## config.mk

```make
export PLATFORM = sky130hd
export DESIGN_NAME = hazard_scoreboard
export DESIGN_NICKNAME = d
export VERILOG_FILES = /design/src/rtl/hazard_scoreboard_pkg.sv /design/src/rtl/hazard_scoreboard_stage.sv /design/src/rtl/hazard_scoreboard.sv
export SDC_FILE = /design/constraint.sdc
export NUM_CORES = 1
export LEC_CHECK = 0
export BUFFER_PORTS_ARGS = -buffer_cell sky130_fd_sc_hd__buf_4
export CORE_UTILIZATION = 25
export DETAILED_ROUTE_END_ITERATION = 6
export SLEW_MARGIN = 20
export SYNTH_ARGS = -nofsm -noshare
export SYNTH_HDL_FRONTEND = slang
export SYNTH_SLANG_ARGS = --single-unit
```

## constraint.sdc

```tcl
create_clock -name clk -period 2.8 [get_ports clk]
set_clock_uncertainty 0.15 [all_clocks]
set_input_delay 0.42 -clock clk [delete_from_list [all_inputs] [get_ports clk]]
set_output_delay 0.42 -clock clk [all_outputs]
set_load 0.005 [all_outputs]
```

## src/rtl/hazard_scoreboard_pkg.sv

```systemverilog
// Shared constants and compare helpers for the MIPS hazard scoreboard.
// T_use / T_new encodings and forwarding select codes.
package hazard_scoreboard_pkg;

    localparam int RAW = 5;
    localparam int TW  = 2;

    localparam logic [TW-1:0] TUSE_D    = 2'd0;
    localparam logic [TW-1:0] TUSE_E    = 2'd1;
    localparam logic [TW-1:0] TUSE_M    = 2'd2;
    localparam logic [TW-1:0] TUSE_NONE = 2'd3;

    localparam logic [TW-1:0] TNEW_PC8  = 2'd0;
    localparam logic [TW-1:0] TNEW_ALU  = 2'd1;
    localparam logic [TW-1:0] TNEW_LOAD = 2'd2;

    localparam logic [1:0] FWD_RF = 2'd0;
    localparam logic [1:0] FWD_E  = 2'd1;
    localparam logic [1:0] FWD_M  = 2'd2;
    localparam logic [1:0] FWD_W  = 2'd3;

    // A stage can supply operand a only once its result is actually ready.
    function automatic logic fwd_hit(input logic [RAW-1:0] a,
                                     input logic [RAW-1:0] s_addr,
                                     input logic [TW-1:0]  s_tnew);
        return (a != '0) && (s_addr == a) && (s_tnew == '0);
    endfunction

    function automatic logic late_hit(input logic [RAW-1:0] a,
                                      input logic [TW-1:0]  tuse,
                                      input logic [RAW-1:0] s_addr,
                                      input logic [TW-1:0]  s_tnew);
        return (s_addr == a) && (s_tnew > tuse);
    endfunction

endpackage

```

## src/rtl/hazard_scoreboard_stage.sv

```systemverilog
// One pipeline stage of writer shadow state (destination + remaining T_new).
// Optional saturating decrement on the way in; bubble loads an empty record.
module hz_stage_reg
    import hazard_scoreboard_pkg::*;
(
    input  logic           clk,
    input  logic           reset,
    input  logic           i_bubble,
    input  logic           i_dec,
    input  logic [RAW-1:0] i_addr,
    input  logic [TW-1:0]  i_tnew,
    output logic [RAW-1:0] o_addr,
    output logic [TW-1:0]  o_tnew
);

    logic [RAW-1:0] r_addr;
    logic [TW-1:0]  r_tnew;
    logic [TW-1:0]  w_tnew_nxt;

    always_comb begin
        w_tnew_nxt = i_tnew;
        if (i_dec && (i_tnew != '0))
            w_tnew_nxt = i_tnew - TW'(1);
    end

    always_ff @(posedge clk or posedge reset) begin
        if (reset) begin
            r_addr <= '0;
            r_tnew <= '0;
        end else if (i_bubble) begin
            r_addr <= '0;
            r_tnew <= '0;
        end else begin
            r_addr <= i_addr;
            r_tnew <= w_tnew_nxt;
        end
    end

    assign o_addr = r_addr;
    assign o_tnew = r_tnew;

endmodule

```

## src/rtl/hazard_scoreboard.sv

```systemverilog
// Stall and forwarding-select generation for a five-stage MIPS pipeline.
// Optional STALL_COUNT_EN adds a free-running stall cycle counter.
module hazard_scoreboard
    import hazard_scoreboard_pkg::*;
(
    input  logic           clk,
    input  logic           reset,
    input  logic [RAW-1:0] D_rs,
    input  logic [RAW-1:0] D_rt,
    input  logic [TW-1:0]  D_tuse_rs,
    input  logic [TW-1:0]  D_tuse_rt,
    input  logic           D_wr_en,
    input  logic [RAW-1:0] D_wr_addr,
    input  logic [TW-1:0]  D_tnew,
    output logic           stall,
    output logic [1:0]     fwd_D_rs,
    output logic [1:0]     fwd_D_rt,
    output logic [1:0]     fwd_E_rs,
    output logic [1:0]     fwd_E_rt,
`ifdef STALL_COUNT_EN
    output logic [1:0]     fwd_M_rt,
    output logic [31:0]    stall_cnt
`else
    output logic [1:0]     fwd_M_rt
`endif
);

    logic [RAW-1:0] w_d_addr;
    logic [RAW-1:0] w_e_addr, w_m_addr, w_w_addr;
    logic [TW-1:0]  w_e_tnew, w_m_tnew, w_w_tnew;
    logic           w_stall_rs, w_stall_rt, w_stall;
    logic [RAW-1:0] r_e_rs, r_e_rt, r_m_rt;

    // Non-writers travel as address 0, which can never match a live operand.
    assign w_d_addr = D_wr_en ? D_wr_addr : '0;

    hz_stage_reg u_stage_e (
        .clk      (clk),
        .reset    (reset),
        .i_bubble (w_stall),
        .i_dec    (1'b0),
        .i_addr   (w_d_addr),
        .i_tnew   (D_tnew),
        .o_addr   (w_e_addr),
        .o_tnew   (w_e_tnew)
    );

    hz_stage_reg u_stage_m (
        .clk      (clk),
        .reset    (reset),
        .i_bubble (1'b0),
        .i_dec    (1'b1),
        .i_addr   (w_e_addr),
        .i_tnew   (w_e_tnew),
        .o_addr   (w_m_addr),
        .o_tnew   (w_m_tnew)
    );

    hz_stage_reg u_stage_w (
        .clk      (clk),
        .reset    (reset),
        .i_bubble (1'b0),
        .i_dec    (1'b1),
        .i_addr   (w_m_addr),
        .i_tnew   (w_m_tnew),
        .o_addr   (w_w_addr),
        .o_tnew   (w_w_tnew)
    );

    always_ff @(posedge clk or posedge reset) begin
        if (reset) begin
            r_e_rs <= '0;
            r_e_rt <= '0;
            r_m_rt <= '0;
        end else begin
            r_e_rs <= w_stall ? '0 : D_rs;
            r_e_rt <= w_stall ? '0 : D_rt;
            r_m_rt <= r_e_rt;
        end
    end

    // W is never consulted for stalls: its T_new has always drained to 0.
    assign w_stall_rs = (D_tuse_rs != TUSE_NONE) && (D_rs != '0) &&
                        (late_hit(D_rs, D_tuse_rs, w_e_addr, w_e_tnew) ||
                         late_hit(D_rs, D_tuse_rs, w_m_addr, w_m_tnew));
    assign w_stall_rt = (D_tuse_rt != TUSE_NONE) && (D_rt != '0) &&
                        (late_hit(D_rt, D_tuse_rt, w_e_addr, w_e_tnew) ||
                         late_hit(D_rt, D_tuse_rt, w_m_addr, w_m_tnew));
    assign w_stall = w_stall_rs | w_stall_rt;
    assign stall   = w_stall;

    always_comb begin
        fwd_D_rs = FWD_RF;
        fwd_D_rt = FWD_RF;
        fwd_E_rs = FWD_RF;
        fwd_E_rt = FWD_RF;
        fwd_M_rt = FWD_RF;

        if      (fwd_hit(D_rs, w_e_addr, w_e_tnew)) fwd_D_rs = FWD_E;
        else if (fwd_hit(D_rs, w_m_addr, w_m_tnew)) fwd_D_rs = FWD_M;
        else if (fwd_hit(D_rs, w_w_addr, w_w_tnew)) fwd_D_rs = FWD_W;

        if      (fwd_hit(D_rt, w_e_addr, w_e_tnew)) fwd_D_rt = FWD_E;
        else if (fwd_hit(D_rt, w_m_addr, w_m_tnew)) fwd_D_rt = FWD_M;
        else if (fwd_hit(D_rt, w_w_addr, w_w_tnew)) fwd_D_rt = FWD_W;

        if      (fwd_hit(r_e_rs, w_m_addr, w_m_tnew)) fwd_E_rs = FWD_M;
        else if (fwd_hit(r_e_rs, w_w_addr, w_w_tnew)) fwd_E_rs = FWD_W;

        if      (fwd_hit(r_e_rt, w_m_addr, w_m_tnew)) fwd_E_rt = FWD_M;
        else if (fwd_hit(r_e_rt, w_w_addr, w_w_tnew)) fwd_E_rt = FWD_W;

        if (fwd_hit(r_m_rt, w_w_addr, w_w_tnew)) fwd_M_rt = FWD_W;
    end

`ifdef STALL_COUNT_EN
    logic [31:0] r_stall_cnt;

    always_ff @(posedge clk or posedge reset) begin
        if (reset)
            r_stall_cnt <= '0;
        else if (w_stall)
            r_stall_cnt <= r_stall_cnt + 32'd1;
    end

    assign stall_cnt = r_stall_cnt;
`endif

endmodule

```

* Word-level counts from Yosys, hierarchy flattened
Index checks and enable logic that the tools add are counted.
Word-level totals: word-level logic and storage cells 89, register bits 36, memories 0, input port bits 24, bits in latches 0, RAM bits 0, bits in read-only memories 0
Cells by class: shift-type cells 0, equality and inequality tests 13, divide/modulo/power cells 0, reductions and logical operators 42, bitwise logic cells 1, order comparisons 4, muxes and demuxes 18, add/sub/neg operators 2, multipliers 0
Operator list (count):
- $eq A5 B5 Y1 | 11
- $logic_and A1 B1 Y1 | 30
- $mux W2 | 14
- $reduce_bool A5 Y1 | 5
- $mux W5 | 4
- $gt A2 B2 Y1 | 4
- $logic_not A2 Y1 | 3
- $ne A2 B2 Y1 const B | 2
- $reduce_bool A2 Y1 | 2
- $sub A2 B1 Y2 const B | 2
- $logic_or A1 B1 Y1 | 2
- $or A1 B1 Y1 | 1

* Longest topological paths before layout
Gate-level depths: netlist (run 1).
depth after elaboration 6, mapped depth 8, mapped depth without buffers 7

* Modules after synthesis
A second synthesis (run 1) with hierarchy kept.
Second synthesis, totals: cells, all modules 262, area total of the unflattened synthesis 2572.5 µm²
Modules (own cells, without submodules):
- hazard_scoreboard | area an instance 1701.6 µm², cells each 196, times used 1
- hz_stage_reg | area an instance 290.3 µm², cells each 22, times used 3

* Worst setup path before layout (run 1)
Ideal clock, no wire load.
path kind in2out, start point input D_rt[1], end point output stall, setup slack 0.415 ns, required time 2.230 ns, path buffers 1, stages 6, arrival 1.815 ns, cell sequence or4_4 o211ai_2 nor3_2 nor4_4 buf_6 inv_1
Between the ends: longest elaborated chain between the ends 5
RTL lines:
- start, declared | RTL line hazard_scoreboard.sv:9 | input logic [RAW-1:0] D_rt,
- $eq A5 B5 Y1 | RTL line hazard_scoreboard_pkg.sv:33 | return (s_addr == a) && (s_tnew > tuse);
- $logic_and A1 B1 Y1 | RTL line hazard_scoreboard_pkg.sv:33
- $logic_or A1 B1 Y1 | RTL line hazard_scoreboard.sv:87 | (late_hit(D_rt, D_tuse_rt, w_e_addr, w_e_tnew) ||
- $logic_and A1 B1 Y1 * | RTL line hazard_scoreboard.sv:86 | assign w_stall_rt = (D_tuse_rt != TUSE_NONE) && (D_rt != '0) &&
- $or A1 B1 Y1 * | RTL line hazard_scoreboard.sv:89 | assign w_stall = w_stall_rs | w_stall_rt;
- end, declared | RTL line hazard_scoreboard.sv:15 | output logic stall,
Mark *: on every way between the ends. The rest lies on a longest branch, timed or not.

* Worst setup path after layout (run 1)
start point register u_stage_e.r_tnew[1] (netlist: u_stage_e.o_tnew[1]), end point output stall
Between the ends: longest elaborated chain between the ends 5
RTL lines:
- start, declared | RTL line hazard_scoreboard_stage.sv:17 | logic [TW-1:0] r_tnew;
- start signal, assigned | RTL line hazard_scoreboard_stage.sv:35 | r_tnew <= w_tnew_nxt;
- $gt A2 B2 Y1 | RTL line hazard_scoreboard_pkg.sv:33
- $logic_and A1 B1 Y1 | RTL line hazard_scoreboard_pkg.sv:33
- $logic_or A1 B1 Y1, on equally long branches | RTL line hazard_scoreboard.sv:84, hazard_scoreboard.sv:87
- $logic_and A1 B1 Y1, on equally long branches | RTL line hazard_scoreboard.sv:83, hazard_scoreboard.sv:86
- $or A1 B1 Y1 * | RTL line hazard_scoreboard.sv:89
Marks and branches as above.

==> out/qor.yml, run 1 <==
status: "completed"
core_um2: 8220
avgSynthCellArea_um2: 10.4
htreeDepth: 2
ys_seq_elements: 36
wirelength_um: 4950
powerDensity_nw_per_um2: 471
first_global_vias: 1638
path_clk_slew_ns: 0.07
dp_hpwl_um: 3840
cts_resized: 0
grtUsageMet3: 0.0324
die_w_um: 93.9
synth-seq-area-share: 0.426
ys_types: 31
antennaDiodeCount: 0
die_area_um2: 8820
via_count: 1565
ant_nets: 0
fp-row-count: 33
cts_setup_buffers: 0
finalSetupViolations: 0
drv_cap: 0
nets: 270
clock_latency_ns: 0.29
tns_ns: 0
vdd_drop_max_uv: 256
start_kind: "register"
combPwrFrac: 0.195
critPathMaxFanout: 6
synthCells: 203
relSlewSlack: 0.437
grt_pass1_wl_um: 8310
antenna_found_initial: 0
post-place-ws_ns: 0.288
ctsHoldBuffers: 0
synth.area.top_cells: "dfrtp_1, xnor2_1, xor2_1"
io_buffers: 34
p_int_mw: 0.856
hold_viol_final: 0
tightest_slew_ns: 0.844
area_growth_pct: 21.4
start_util: 0.257
syn_area_um2: 2110
synth_top_area_frac: 0.426
final_cell_mix: "xnor2_1, buf_4, dfrtp_1, xor2_1, and2_1"
hold_ws_ns: 0.147
hp-class: "in -> async"
grt_usage: 0.128
drt_first_iter_violations: 70
p_seq_frac: 0.506
rsz0062_at_grt: "no"
root_buffer: "clkbuf_8"
fmax_mhz: 372
ioPinCount: 35
drive_gt1_frac: 0.222
syn_nets: 235
layout_setup_ws_ns: 0.112
clock_path_buffers: 2
tritoncts: "done"
end_kind: "output port"
p_sw_frac: 0.292
worstPathRequired_ns: 2.23
synth_ff_type: "dfrtp_1"
wl_per_cell_um: 14.4
die_h_um: 93.9
synth_edf_count: 0
yosysWarnings: 0
fin_util: 0.312
overflow: 0
final.period_utilization: 0.960
p_sw_mw: 0.353
total_power_mw: 1.21
synthArstFlopShare: 1.00
fin_crit_ns: 2.69
numCtsBuffers: 5
grt_max_degree: 24
yosysTopAreaCell: "dfrtp_1"
crit_type: "reg -> out"
slew_violations: 0
via_per_inst: 4.55
grt.busiest_layer: "met2"
met1_usage: 0.155
met2_usage: 0.218
drc: 0
first_pass_iters: 4
power_frac_clock: 0.299
clock_sinks: 36
routabilityCongestion: 0.911
leakagePower_nw: 1.12
crit_arrival_ns: 2.12
==> synthesized netlist by cell type, types with 2 or more instances <==
library cell	instances
a21boi_0	2
a22oi_1	4
and2_1	14
and3_1	5
clkbuf_1	7
dfrtp_1	36
ha_1	8
inv_1	8
nand2_1	4
nand3_1	5
nand4_1	5
nor2_1	5
nor2b_1	8
nor3_1	5
nor4_1	8
o211ai_1	3
o211ai_2	2
o21ai_0	5
or2_2	2
or4_1	5
or4_4	2
xnor2_1	37
xor2_1	15
==> state kept, by name, summed over array words and instances, names as in the netlist <==
| register | flops |
|---|---|
| u_stage_m.o_addr | 5 |
| u_stage_e.o_addr | 5 |
| r_m_rt | 5 |
| r_e_rs | 5 |
| u_stage_w.o_tnew | 2 |
| r_e_rt | 5 |
| u_stage_m.o_tnew | 2 |
| u_stage_w.o_addr | 5 |
| u_stage_e.o_tnew | 2 |
==> worst paths after layout <==
kind,start,to,slack [ns],cells after the start
worst max-delay path,u_stage_e.o_tnew[1],stall,0.11,7
worst min-delay path,reset,u_stage_e.o_addr[1],0.15,2
worst max register to register,u_stage_e.o_tnew[1],u_stage_e.o_addr[0],0.55,7
worst min register to register,u_stage_e.o_addr[4],u_stage_m.o_addr[4],0.31,0
max in group asynchronous,reset,u_stage_w.o_tnew[0],1.72,3
min in group clk,D_tnew[1],u_stage_e.o_tnew[1],0.18,2
==> stage by stage <==
| step | instance area [um^2] | cells |
|---|---|---|
| 5_1_grt | 2560 | 344 |
| 4_1_cts | 2560 | 344 |
| 2_1_floorplan | 2110 | 203 |
| 3_5_place_dp | 2480 | 336 |
| 3_3_place_gp | 2480 | 336 |
| 6_report | 2560 | 344 |
==> power groups by stage <==
stage / registers, mW / logic, mW / clock network [mW]
6_report: 0.611 / 0.236 / 0.361
5_1_grt: 0.617 / 0.267 / 0.400
4_1_cts: 0.611 / 0.239 / 0.377
3_5_place_dp: 0.622 / 0.238 / 0
3_3_place_gp: 0.621 / 0.232 / 0
2_1_floorplan: 0.594 / 0.170 / 0
==> worst max-delay path, cell delays in order, from the launching register on <==
cell and delay (ns):
dfrtp_1 0.45, ha_1 0.31, nor2b_1 0.13, o21ai_0 0.28
nor3_1 0.14, nor4_4 0.32, inv_1 0.07, buf_4 0.14
==> per-layer routing <==
metal,share of wire,up-vias,wire length (um)
li1,-,768,-
met1,0.43,747,2140
met2,0.51,44,2540
met3,0.041,6,204
met4,0.014,0,70
met5,0,-,0
==> cell families after synthesis <==
family                   share of synthesized area
AND/OR/NAND/NOR                              0.210
XOR/XNOR                                     0.216
AO/OA/AOI/OAI                               0.0651
adder cells (fa/ha/maj)                     0.0474
buffers and inverters                       0.0355
flip-flops                                   0.426
==> cell type report <==
class | count | area [um^2]
Clock inverter | 3 | 18.8
Multi-Input combinational cell | 150 | 1140
Tap cell | 105 | 131
Clock buffer | 5 | 68.8
Sequential cell | 36 | 901
Fill cell | 836 | 5650
Inverter | 8 | 30.0
Timing Repair Buffer | 37 | 278
Power figures use the tool's default switching activity.
==> run 2, diff against run 1 <==
--- a/config.mk
+++ b/config.mk
@@ -8,6 +8,7 @@
 export BUFFER_PORTS_ARGS = -buffer_cell sky130_fd_sc_hd__buf_4
 export CORE_UTILIZATION = 25
 export DETAILED_ROUTE_END_ITERATION = 6
+export PLACE_DENSITY_LB_ADDON = 0.15
 export SLEW_MARGIN = 20
 export SYNTH_ARGS = -nofsm -noshare
 export SYNTH_HDL_FRONTEND = slang
==> constraint.sdc (replaced) <==
create_clock -name clk -period 2.9 [get_ports clk]
set_clock_uncertainty 0.15 [all_clocks]
set_input_delay 0.435 -clock clk [delete_from_list [all_inputs] [get_ports clk]]
set_output_delay 0.435 -clock clk [all_outputs]
set_load 0.005 [all_outputs]
==> out/qor.yml, run 2 (same netlist as run 1, synthesis figures left out) <==
core_um2: 8220
hold_viol_final: 0
grt_usage: 0.130
clock_path_buffers: 2
crit_type: "reg -> out"
die_area_um2: 8820
root_buffer: "clkbuf_8"
drive_gt1_frac: 0.218
via_per_inst: 4.46
overflow: 0
via_count: 1530
wirelength_um: 5110
rsz0062_at_grt: "no"
antennaDiodeCount: 0
tns_ns: 0
drt_first_iter_violations: 51
ctsHoldBuffers: 0
io_buffers: 34
grt_pass1_wl_um: 8350
tightest_slew_ns: 0.461
leakagePower_nw: 1.12
htreeDepth: 2
fp-row-count: 33
critPathTopFamily: "simple AND/OR/NAND/NOR gates"
start_kind: "register"
cts_resized: 0
first_global_vias: 1600
final_common_cell: "xnor2_1"
fin_crit_ns: 2.62
powerDensity_nw_per_um2: 488
drc: 0
relSlewSlack: 0.693
path_clk_slew_ns: 0.08
routabilityCongestion: 0.805
critPathMaxFanout: 7
ioPinCount: 35
total_power_mw: 1.26
tritoncts: "done"
ant_nets: 0
status: "completed"
area_growth_pct: 22.1
clock_sinks: 36
hp-class: "in -> async"
worstPathCellList: "ha_1, nor2b_1, o21ai_0, nor3_2, nor4_4, inv_1, buf_4"
end_kind: "output port"
clock_latency_ns: 0.29
first_pass_iters: 4
fmax_mhz: 382
numCtsBuffers: 5
slew_violations: 0
final_cell_mix: "xnor2_1, buf_4, dfrtp_1, xor2_1, and2_1"
finalSetupViolations: 0
dp_hpwl_um: 3900
grt_max_degree: 37
worstPathRequired_ns: 2.32
critPathMaxStageDelay_ns: 0.46
die_h_um: 93.9
drv_cap: 0
hold_ws_ns: 0.0921
cts_setup_buffers: 0
die_w_um: 93.9
start_util: 0.257
cp_num_buf_inv: 2
crit_slowest_cell: "dfrtp_1"
nets: 269
wl_per_cell_um: 14.9
final.period_utilization: 0.902
crit_arrival_ns: 2.03
vdd_drop_max_uv: 205
antenna_found_initial: 0
==> run 2: cell types whose count changed in the layout (fill, tap and decap cells not counted) <==
cell,previous run,this run
buf_4,37,36
bufinv_16,0,1
clkinv_2,2,1
clkinv_4,1,0
clkinvlp_4,0,1
==> run 2: worst reg2reg max path, cell delays in order (launching register included) <==
cell and delay, ns:
dfrtp_1 0.46, ha_1 0.32, nor2b_1 0.13, o21ai_0 0.20, nor3_2 0.09, nor4_4 0.33, buf_4 0.27, and3_1 0.18
==> run 2: layout make-up <==
type / instances / area [um^2]
clock inverter: 3 / 42.5
inverter: 8 / 30.0
multi-input combinational: 150 / 1140
clock buffer: 5 / 68.8
timing repair buffer: 36 / 270
tap: 105 / 131
fill: 845 / 5640
sequential: 36 / 901
==> run 2: path summary, 6_finish.rpt <==
check | endpoint | slack [ns] | depth (start not counted) | from
max | stall | 0.28 | 7 | u_stage_m.o_tnew[1]
min | u_stage_m.o_addr[1] | 0.09 | 3 | reset
max reg2reg | u_stage_e.o_addr[3] | 0.72 | 7 | u_stage_m.o_tnew[1]
min reg2reg | u_stage_m.o_addr[0] | 0.31 | 0 | u_stage_e.o_addr[0]
max in group asynchronous | r_e_rs[4] | 2.18 | 3 | reset
min in group clk | u_stage_e.o_tnew[0] | 0.20 | 2 | D_tnew[0]
==> run 2: through the flow <==
step	setup slack, ns	util	area [um^2]	instances
2_1_floorplan	0.485	-	2110	203
3_3_place_gp	0.296	0.301	2470	335
3_5_place_dp	0.294	0.301	2470	335
4_1_cts	0.236	0.314	2580	343
5_1_grt	0.149	0.314	2580	343
6_report	0.283	0.314	2580	343
==> run 2: routing by layer <==
layer / wire (um) / vias to the layer above / global-route usage
met3: 158 / 6 / 0.0259
li1: - / 761 / -
met4: 71 / 0 / 0.0423
met1: 2300 / 730 / 0.161
met2: 2580 / 33 / 0.224
met5: 0 / - / 0
==> run 2: power breakdown <==
| part | internal (mW) | switching [mW] |
|---|---|---|
| logic | 0.123 | 0.103 |
| registers | 0.535 | 0.0530 |
| clock network | 0.254 | 0.190 |
==> run 3, diff against run 2 <==
--- a/config.mk
+++ b/config.mk
@@ -6,6 +6,8 @@
 export NUM_CORES = 1
 export LEC_CHECK = 0
 export BUFFER_PORTS_ARGS = -buffer_cell sky130_fd_sc_hd__buf_4
+export CORE_ASPECT_RATIO = 0.6
+export CORE_MARGIN = 5
 export CORE_UTILIZATION = 25
 export DETAILED_ROUTE_END_ITERATION = 6
 export PLACE_DENSITY_LB_ADDON = 0.15
==> out/qor.yml, run 3 (same netlist as run 1, synthesis figures left out) <==
power_frac_clock: 0.425
root_buffer: "clkbuf_16"
ant_nets: 0
dp_hpwl_um: 4400
clock_path_buffers: 2
via_per_inst: 4.52
drt_first_iter_violations: 71
start_kind: "register"
design_area_um2: 2640
die_area_um2: 10500
hold_viol_final: 0
drive_gt1_frac: 0.214
first_pass_iters: 4
vdd_drop_max_uv: 222
antenna_found_initial: 0
wl_per_cell_um: 16.3
path_clk_slew_ns: 0.05
htreeDepth: 2
first_global_vias: 1557
dpl_cell_area_um2: 2480
nets: 269
status: "completed"
area_growth_pct: 25.0
critPathMaxStageDelay_ns: 0.44
worstPathCellList: "inv_1, ha_1, a22oi_1, o21ai_0, nor3_1, nor4_4, inv_1, buf_4"
ctsHoldBuffers: 0
grt_usage: 0.116
final_cells: 350
rsz0062_at_grt: "no"
fp-row-count: 26
cpMostUsedCell: "inv_1"
slew_violations: 0
p_seq_frac: 0.416
grt_max_degree: 37
antennaDiodeCount: 0
p_sw_frac: 0.257
hp-class: "in -> async"
final.period_utilization: 0.908
crit_type: "reg -> out"
crit_arrival_ns: 2.05
critPathMaxFanout: 5
io_buffers: 34
fin_crit_ns: 2.63
cts_resized: 0
p_sw_mw: 0.368
relSlewSlack: 0.661
wirelength_um: 5720
end_kind: "output port"
final_cell_mix: "xnor2_1, buf_4, dfrtp_1, xor2_1, and2_1"
tightest_slew_ns: 0.504
tns_ns: 0
fmax_mhz: 380
ioPinCount: 35
grt_pass1_wl_um: 8980
via_count: 1581
finalSetupViolations: 0
clock_latency_ns: 0.28
powerDensity_nw_per_um2: 542
crit_slowest_cell: "dfrtp_1"
drc: 0
clock_sinks: 36
core_um2: 8360
overflow: 0
final_common_cell: "xnor2_1"
cts_setup_buffers: 0
worstPathRequired_ns: 2.32
tritoncts: "done"
combPwrFrac: 0.159
p_int_mw: 1.06
place_inst: 342
routabilityCongestion: 0.790
die_w_um: 129
numCtsBuffers: 5
rrSetupSlack_ns: 0.64
die_h_um: 81.2
start_util: 0.253
leakagePower_nw: 1.15
drv_cap: 0
==> run 3: changes by cell type in the layout (fill, tap and decap cells not counted), sizes merged <==
cell / before / now
clkbuf: 5 / 6
clkinvlp: 1 / 0
==> run 3: critical path: cells and delay by family (launching register included) <==
kind / cells / cell delay (ns)
DFF: 1 / 0.44
buffers and inverters: 3 / 0.30
and+or+nand+nor: 2 / 0.45
AOI/OAI and AO/OA: 2 / 0.30
adders and majority gates: 1 / 0.28
==> run 3: path summary, 6_finish.rpt <==
| path | endpoint | cells past startpoint | startpoint |
|---|---|---|---|
| min in group clk | u_stage_e.o_tnew[0] | 2 | D_tnew[0] |
| setup / recovery | stall | 8 | u_stage_e.o_tnew[0] |
| hold reg to reg | r_m_rt[0] | 0 | r_e_rt[0] |
| max in group asynchronous | r_e_rs[1] | 3 | reset |
| setup reg to reg | u_stage_e.o_addr[0] | 8 | u_stage_e.o_tnew[0] |
| hold / removal | r_e_rt[4] | 3 | reset |
==> run 3: stage by stage <==
stage	util	power (mW)	worst slack (ns)	hold slack [ns]
final	0.316	1.43	0.266	0.117
after global routing	0.316	1.50	0.0999	0.177
after CTS	0.316	1.45	0.227	0.143
after detailed placement	0.296	0.835	0.300	0.323
after global placement	0.296	0.836	0.276	0.321
after floorplan	-	0.738	0.485	0.261
==> run 3: per-layer routing <==
metal	GRT usage	part of all wire	routed length, um
met1	0.184	0.55	3140
met4	0.0220	0.0054	31
met2	0.149	0.39	2200
met5	0	0	0
met3	0.0368	0.059	340
==> run 3: power groups by stage <==
stage          Combinational, mW  Sequential [mW]  Clock, mW
3_3_place_gp               0.230            0.605          0
4_1_cts                    0.232            0.595      0.621
6_report                   0.227            0.595      0.609
5_1_grt                    0.257            0.602      0.645
3_5_place_dp               0.230            0.604          0
2_1_floorplan              0.164            0.573          0
==> run 3: layout make-up <==
class,count,area [um^2]
Fill cell,865,5720
Multi-Input combinational cell,150,1140
Sequential cell,36,901
Timing Repair Buffer,36,270
Tap cell,112,140
Clock buffer,6,129
Clock inverter,2,35.0
Inverter,8,30.0
